===== src/rtl/arb_pkg.sv =====
// Shared constants and types for the registered priority arbiter.
package arb_pkg;

   localparam logic MODE_FIXED = 1'b0;
   localparam logic MODE_RR    = 1'b1;

   typedef enum logic {
      IDLE  = 1'b0,
      GRANT = 1'b1
   } arb_state_t;

endpackage


===== src/rtl/pe_core.sv =====
// Combinational find-first-set: highest index in fixed mode, or first set bit
// scanning upward from a rotate base (with wrap) in round-robin mode.
module pe_core #(
   parameter int N = 8,
   parameter int W = $clog2(N)
) (
   input  logic [N-1:0] req,
   input  logic [W-1:0] base,
   input  logic         rr,
   output logic         found,
   output logic [W-1:0] idx,
   output logic [N-1:0] onehot
);
   import arb_pkg::*;

   logic [2*N-1:0] dbl;
   logic [N-1:0]   rot;
   int             s;

   always_comb begin
      found = 1'b0;
      idx   = '0;
      s     = 0;
      dbl   = {req, req} >> base;
      rot   = dbl[N-1:0];
      if (rr == MODE_FIXED) begin
         for (int i = 0; i < N; i++) begin
            if (req[i]) begin
               found = 1'b1;
               idx   = W'(i);
            end
         end
      end else begin
         // rot[k] is requester (base+k) mod N; scanning down leaves the lowest k.
         for (int k = N - 1; k >= 0; k--) begin
            if (rot[k]) begin
               s = int'(base) + k;
               if (s >= N) s = s - N;
               found = 1'b1;
               idx   = W'(s);
            end
         end
      end
      onehot = found ? (N'(1) << idx) : '0;
   end

endmodule


===== src/rtl/prio_arbiter.sv =====
// Registered priority arbiter, fixed or round-robin, with a sticky grant held
// until grant_ready. Handshake: a grant transfers on a rising edge where
// grant_valid && grant_ready; while grant_valid && !grant_ready outputs are frozen.
module prio_arbiter #(
   parameter int N_REQ = 8,
   parameter int IDX_W = $clog2(N_REQ)
) (
   input  logic             clk,
   input  logic             rst_n,
   input  logic [N_REQ-1:0] req,
   input  logic             mode,
   input  logic             grant_ready,
   output logic             grant_valid,
   output logic [IDX_W-1:0] grant_idx,
   output logic [N_REQ-1:0] grant_onehot
);
   import arb_pkg::*;

   arb_state_t       state_q, state_d;
   logic [IDX_W-1:0] ptr_q, ptr_d;
   logic [IDX_W-1:0] idx_q, idx_d;
   logic [N_REQ-1:0] onehot_q, onehot_d;

   logic             accept;
   logic [IDX_W-1:0] base;
   logic             win_found;
   logic [IDX_W-1:0] win_idx;
   logic [N_REQ-1:0] win_onehot;

   pe_core #(
      .N (N_REQ),
      .W (IDX_W)
   ) u_pe_core (
      .req    (req),
      .base   (base),
      .rr     (mode),
      .found  (win_found),
      .idx    (win_idx),
      .onehot (win_onehot)
   );

   always_comb begin
      state_d  = state_q;
      ptr_d    = ptr_q;
      idx_d    = idx_q;
      onehot_d = onehot_q;
      accept   = (state_q == GRANT) && grant_ready;
      base     = ptr_q;
      // On accept in RR the arbitration already sees the advanced pointer.
      if (accept && (mode == MODE_RR)) begin
         base = (idx_q == IDX_W'(N_REQ - 1)) ? '0 : idx_q + IDX_W'(1);
      end
      case (state_q)
         IDLE: begin
            if (win_found) begin
               state_d  = GRANT;
               idx_d    = win_idx;
               onehot_d = win_onehot;
            end
         end
         GRANT: begin
            if (accept) begin
               ptr_d = base;
               if (win_found) begin
                  idx_d    = win_idx;
                  onehot_d = win_onehot;
               end else begin
                  state_d  = IDLE;
                  onehot_d = '0;
               end
            end
         end
         default: state_d = IDLE;
      endcase
   end

   always_ff @(posedge clk or negedge rst_n) begin
      if (!rst_n) begin
         state_q  <= IDLE;
         ptr_q    <= '0;
         idx_q    <= '0;
         onehot_q <= '0;
      end else begin
         state_q  <= state_d;
         ptr_q    <= ptr_d;
         idx_q    <= idx_d;
         onehot_q <= onehot_d;
      end
   end

   assign grant_valid  = (state_q == GRANT);
   assign grant_idx    = idx_q;
   assign grant_onehot = onehot_q;

endmodule


===== config.mk =====
export PLATFORM = sky130hd
export DESIGN_NAME = prio_arbiter
export DESIGN_NICKNAME = d
export VERILOG_FILES = /design/src/rtl/arb_pkg.sv /design/src/rtl/pe_core.sv /design/src/rtl/prio_arbiter.sv
export SDC_FILE = /design/constraint.sdc
export NUM_CORES = 1
export LEC_CHECK = 0
export CAP_MARGIN = 0
export CORE_MARGIN = 2
export CORE_UTILIZATION = 50
export DETAILED_ROUTE_END_ITERATION = 10
export GPL_ROUTABILITY_DRIVEN = 0
export PLACE_DENSITY_LB_ADDON = 0.08
export SLEW_MARGIN = 20
export SYNTH_ARGS = -nofsm -noshare
export SYNTH_HDL_FRONTEND = slang
export SYNTH_SLANG_ARGS = --single-unit

===== constraint.sdc =====
create_clock -name clk -period 6 [get_ports clk]
set_input_delay 1.2 -clock clk [delete_from_list [all_inputs] [get_ports clk]]
set_output_delay 1.2 -clock clk [all_outputs]
set_load 0.02 [all_outputs]

==> run summary, run 1 <==
* result of the run: finished clean
* Worst Setup Start Kind: primary input
* Arrival @ worst endpoint: 4850 ps
* global route overflow: 0
* average detailed-routed wire length per instance: 17.5 microns
* vias: 1698
* wire length on met3: 333 microns
* final count of negative-setup-slack endpoints: 0
* setup skew after layout: 7.07 ps
* Max-slew headroom: 44.9%
* area of combinational cells with multiple inputs: 1320 sq um
* register bit total from synthesis: 15
* worst path required time: 6160 ps
* Cell Rows: 21
* count of cells along the worst hold path: 2
* largest net degree at the start of global routing: 28
* number of input and output port buffers inserted: 23
* sink count of the clock tree: 15
* pwr/cell area: 613 nW/um^2
* final period utilization: 78.1%
* leakage dissipation: 0.881 nW
* Synth async-reset ratio: 100%
* wire length of the first global-routing pass: 7820 microns
* Initial DRC Count: 150
* H-Tree Depth: 1
* height of the chip: 64.1 microns
* final-layout setup total negative slack: 0 ps
* Yosys Warn Count: 0
* global routing usage summed across all routing layers: 23.9%
* Root Driver: sky130_fd_sc_hd__clkbuf_4
* ys flop type: sky130_fd_sc_hd__dfrtp_1
* largest fanout on the critical path: 27
* count of antenna-violating nets left after detailed routing: 0
* highest clock rate: 213 MHz
* Max Transition Viols Final: 0
* hold wc startpoint: grant_onehot[1]
* # resized after CTS: 0
* Detailed Route WL: 4650 microns
* delay of the slowest cell on the worst path: 720 ps
* antenna violations before repair: 0
* area of the die: 4100 sq um
* most used cell along the critical path: sky130_fd_sc_hd__nand4_1
* number of clock buffers inserted by TritonCTS: 3
* Hold Fails Final Rpt: 0
* highest-count cells in the layout ignoring fill and taps: sky130_fd_sc_hd__mux2i_1 (37), sky130_fd_sc_hd__nand2_1 (24), sky130_fd_sc_hd__clkdlybuf4s50_1 (23)
* met2 WL post-DR: 2150 microns
* fraction of layout cells with a size suffix above 1: 12.3%
* worst reg2reg endpoint: grant_onehot[7]
* synthesized netlist cell count: 202
* cell at the slowest stage of the critical path: sky130_fd_sc_hd__mux2i_4
* critical path cell sequence: clkdlybuf4s50_1 -> and3_4 -> mux2i_4 -> inv_2 -> nand4_1 -> nand4_1 -> a221o_1 -> or3_1 -> a22oi_1 -> o31ai_1
* Boundary Pins: 24
* HP Class: reg -> reg
* Storage cell area: 375 sq um
* router iterations before antenna repair: 4
* buffer levels on the longest clock path: 2
* number of buffers added for setup after CTS: 0
* most frequent standard cell in the layout excluding fill and tap cells: sky130_fd_sc_hd__mux2i_1
* Chip Width: 64.1 microns
* post-layout minimum cycle time: 4690 ps
* Post-CTS Hold Fix Bufs: 0
* TritonCTS clock tree: built
* type of the setup path with the least slack: in -> reg
* via count of the first global-routing pass: 1570
* depth of the worst register-to-register path: 10
* initial core utilization: 53.2%
* fill cell count: 300
* half-perimeter wire length of the detailed placement result: 3680 microns
* Vias/cell: 6.38
* top metal layer carrying routed signals: met4
* number of inserted diodes: 0
* hold endpoint: grant_onehot[1]
* fin nets: 237
* total core area: 3390 sq um
* area growth from synthesis to layout: 13.2%
* worst reg2reg setup slack: 2270 ps
* post-synthesis area per instance: 8.93 sq um
* endpoint type of the worst setup path: flip-flop
* clk_lat worst skew: 290 ps
* post-route total power: 1.25 mW
* total nets after synthesis: 218
* Slew @ Worst Pin: 810 ps
* fraction of the yosys area taken by sequential cells: 20.8%
* summed instance area of the synthesized netlist: 1800 sq um
* CTS clock-pin slew for the worst setup and hold paths: 90 ps
* # Max-Cap Violations: 0
* wl on met1: 2130 microns
* RSZ-0062 raised after global routing: false
* number of enable-type register cells in the synthesized netlist: 0
* drc violations: 0
* Worst VDD drop: 0.302 mV
* R2R Path Start: grant_idx[0]
* Yosys cell types: 46
## sequential cells by signal, summed over array words and instances (netlist names)
name,flops
grant_idx,3
grant_onehot,8
grant_valid,1
ptr_q,3
## cells in the mapped netlist, drive strengths merged (2+ instances only)
cell type | instances | area [sq um]
a211oi | 6 | 45.0
a21o | 2 | 15.0
a21oi | 6 | 30.0
a22oi | 2 | 15.0
and3 | 2 | 17.5
buf | 9 | 76.3
dfrtp | 15 | 375
ha | 4 | 50.1
inv | 9 | 33.8
mux2 | 16 | 188
mux2i | 39 | 415
nand2 | 24 | 90.1
nand2b | 2 | 12.5
nand3 | 3 | 20.0
nand4 | 6 | 37.5
nor2 | 6 | 22.5
nor3 | 5 | 25.0
o211ai | 8 | 60.1
o21a | 2 | 15.0
o21ai | 10 | 50.0
o311ai | 2 | 17.5
o31ai | 8 | 60.1
or4 | 2 | 15.0
## metrics by stage
step	hold slack [ps]	setup WS, ps	utilization [%]	cells	cell area (sq um)
after detailed placement	467	1100	59.5	262	2020
after CTS	486	1390	60.3	266	2040
final	484	1310	60.3	266	2040
after global placement	466	1110	59.5	262	2020
after floorplan	593	2450	-	202	1800
after global routing	525	1150	60.3	266	2040
## metal layers
| layer | up-vias | global-route usage (%) |
|---|---|---|
| met3 | 4 | 5.11 |
| li1 | 820 | - |
| met1 | 803 | 35.5 |
| met2 | 71 | 35.4 |
| met4 | 0 | 4.89 |
| met5 | - | 0 |
## worst max path at each step
stage	from	end	slack, ps	cells past startpoint
3_5_place_dp	mode	grant_onehot[7]	1100	10
3_3_place_gp	mode	grant_onehot[2]	1110	10
2_1_floorplan	mode	grant_onehot[3]	2450	11
6_report	mode	grant_onehot[7]	1310	10
5_1_grt	mode	grant_onehot[2]	1150	10
4_1_cts	mode	grant_onehot[7]	1390	10
## cell type report
type	instances	share of cell area, %
inverters	9	1.65
clock buffers	3	1.10
repair buffers	23	11.3
flip-flops and latches	15	18.4
well taps	46	2.82
multi-input cells	169	64.5
clock inverters	1	0.245
## worst max-delay path: cells and delay by family
family	cells	cell delay, ps
compound gates	3	950
buf+inv	2	900
mux	1	720
simple gates	4	1060
## cells by family (layout without fill, tap and decap cells)
| group | count (synthesis) | count (layout) | share of synthesized area, % |
|---|---|---|---|
| AO/OA/AOI/OAI | 56 | 56 | 22.1 |
| multiplexers | 55 | 55 | 33.4 |
| AND/OR/NAND/NOR | 54 | 54 | 14.8 |
| buffers and inverters | 18 | 36 | 6.10 |
| flip-flops | 15 | 15 | 20.8 |
| adder cells (fa/ha/maj) | 4 | 4 | 2.77 |
## power breakdown
part	total, mW	internal [mW]	switching (mW)	leakage (nW)
logic	1.01	0.419	0.595	0.676
clock network	0.0579	0.0248	0.0331	0.0177
registers	0.181	0.142	0.0394	0.187
Note: power is estimated with default switching activity, not from simulation.
==> run 2: changes to the inputs <==
==> constraint.sdc (replaced) <==
create_clock -name clk -period 4.4 [get_ports clk]
set_input_delay 0.88 -clock clk [delete_from_list [all_inputs] [get_ports clk]]
set_output_delay 0.88 -clock clk [all_outputs]
set_load 0.02 [all_outputs]
==> run summary, run 2 (synthesis results as in run 1) <==
* result of the run: finished clean
* height of the chip: 64.1 microns, unchanged
* antenna violations before repair: 0, unchanged
* sink count of the clock tree: 15, unchanged
* fraction of layout cells with a size suffix above 1: 15.7%, +3.4 points
* initial core utilization: 53.2%, unchanged
* highest-count cells in the layout ignoring fill and taps: sky130_fd_sc_hd__mux2i_1 (37), sky130_fd_sc_hd__nand2_1 (24), sky130_fd_sc_hd__clkdlybuf4s50_1 (23)
* worst path required time: 4570 ps, -1590 ps
* Worst VDD drop: 0.371 mV, +23%
* leakage dissipation: 0.925 nW, +5.1%
* area of the die: 4100 sq um, unchanged
* Initial DRC Count: 144, -4.0%
* number of clock buffers inserted by TritonCTS: 3, unchanged
* delay of the slowest cell on the worst path: 560 ps, -160 ps
* final-layout setup total negative slack: 0 ps, unchanged
* global route overflow: 0, unchanged
* TritonCTS clock tree: built
* endpoint type of the worst setup path: flip-flop
* fill cell count: 276, -8.0%
* critical path cell sequence: clkdlybuf4s50_1 -> and3_4 -> mux2i_4 -> mux2_2 -> mux2i_1 -> o311ai_0 -> o21ai_0 -> nand4_1 -> o31ai_1
* largest fanout on the critical path: 17, -37%
* Hold Fails Final Rpt: 0, unchanged
* average detailed-routed wire length per instance: 17.9 microns, +2.5%
* smallest hold slack: 485 ps, +0.186 ps
* H-Tree Depth: 1, unchanged
* fin nets: 247, +4.2%
* # resized after CTS: 0, unchanged
* CTS clock-pin slew for the worst setup and hold paths: 80 ps, about the same
* Vias/cell: 6.47, +1.3%
* router iterations before antenna repair: 5, +1
* Arrival @ worst endpoint: 4140 ps, -710 ps
* area of combinational cells with multiple inputs: 1320 sq um, unchanged
* Max-slew headroom: 52.6%, +7.7 points
* # Max-Cap Violations: 0, unchanged
* Slew @ Worst Pin: 702 ps, -108 ps
* number of input and output port buffers inserted: 23, unchanged
* wire length of the first global-routing pass: 8340 microns, +6.6%
* via count of the first global-routing pass: 1658, +5.6%
* Root Driver: sky130_fd_sc_hd__clkbuf_4
* flip-flop count of the largest register, all copies and words added: 8, unchanged
* number of buffers added for setup after CTS: 0, unchanged
* Cell Rows: 21, unchanged
* Boundary Pins: 24, unchanged
* number of inserted diodes: 0, unchanged
* highest clock rate: 252 MHz
* Storage cell area: 375 sq um, unchanged
* Detailed Route WL: 4940 microns, +6.4%
* area growth from synthesis to layout: 17.3%
* global routing usage summed across all routing layers: 25.6%, +1.8 points
* Max Transition Viols Final: 0, unchanged
* Chip Width: 64.1 microns, unchanged
* Worst Setup Start Kind: primary input
* RSZ-0062 raised after global routing: false
* drc violations: 0, unchanged
* setup skew after layout: 3.71 ps, -3.36 ps
* cell at the slowest stage of the critical path: sky130_fd_sc_hd__mux2i_4
* type of the setup path with the least slack: in -> reg
* final period utilization: 90.0%
* HP Class: reg -> reg
* final count of negative-setup-slack endpoints: 0, unchanged
* largest net degree at the start of global routing: 18, -36%
* post-layout minimum cycle time: 3960 ps
* vias: 1785, +5.1%
* clk_lat worst skew: 280 ps, about the same
* buffer levels on the longest clock path: 2, unchanged
* Post-CTS Hold Fix Bufs: 0, unchanged
* total core area: 3390 sq um, unchanged
* half-perimeter wire length of the detailed placement result: 3890 microns, +5.5%
* count of antenna-violating nets left after detailed routing: 0, unchanged
* pwr/cell area: 840 nW/um^2, +37%
* most frequent standard cell in the layout excluding fill and tap cells: sky130_fd_sc_hd__mux2i_1
[run 2: cell types whose count changed in the layout (fill, tap and decap cells not counted)]
cell / before / now
sky130_fd_sc_hd__clkbuf_1: 0 / 1
sky130_fd_sc_hd__buf_4: 0 / 10
sky130_fd_sc_hd__clkinv_2: 1 / 0
[run 2: final timing paths]
| check | cells after the start | slack [ps] | start | endpoint |
|---|---|---|---|---|
| max in group asynchronous | 1 | 2980 | rst_n | grant_onehot[1] |
| hold / removal | 2 | 480 | grant_onehot[0] | grant_onehot[0] |
| min in group asynchronous | 1 | 990 | rst_n | grant_idx[2] |
| hold reg to reg | 2 | 480 | grant_onehot[0] | grant_onehot[0] |
| setup reg to reg | 9 | 750 | grant_idx[1] | grant_onehot[6] |
| setup / recovery | 9 | 440 | mode | grant_onehot[6] |
[run 2: metal layers]
layer  global-route usage, %  vias up  routed length, microns
li1                        -      845                       -
met1                    37.5      841                    2210
met2                    39.2       91                    2270
met3                    5.28        8                     388
met4                    4.62        0                      74
met5                       0        -                       0
[run 2: critical path: cells and delay by family]
| family | cells | cell delay (ps) |
|---|---|---|
| buffers and inverters | 1 | 550 |
| and+or+nand+nor | 2 | 590 |
| muxes | 3 | 1220 |
| AOI/OAI and AO/OA | 3 | 890 |
[run 2: area by class of cell]
cell class                 count  area share [%]
multi-input combinational    169            62.3
timing repair buffer          33            14.4
inverter                       9            1.60
tap                           46            2.72
sequential                    15            17.7
clock buffer                   4            1.24
[run 2: through the flow]
step | power (mW) | cell area (sq um) | instances | setup slack [ps] | util, %
CTS | 1.76 | 2120 | 276 | 510 | 62.5
global route | 1.92 | 2120 | 276 | 285 | 62.5
floorplan | 1.29 | 1800 | 202 | 1170 | -
global placement | 1.65 | 2090 | 272 | 285 | 61.7
detailed placement | 1.67 | 2090 | 272 | 280 | 61.7
finish | 1.78 | 2120 | 276 | 439 | 62.5
[run 2: power breakdown]
group	leakage (nW)	switching (mW)	internal, mW	total (mW)
logic	0.723	0.828	0.624	1.45
registers	0.187	0.0563	0.193	0.250
clock network	0.0150	0.0419	0.0352	0.0771
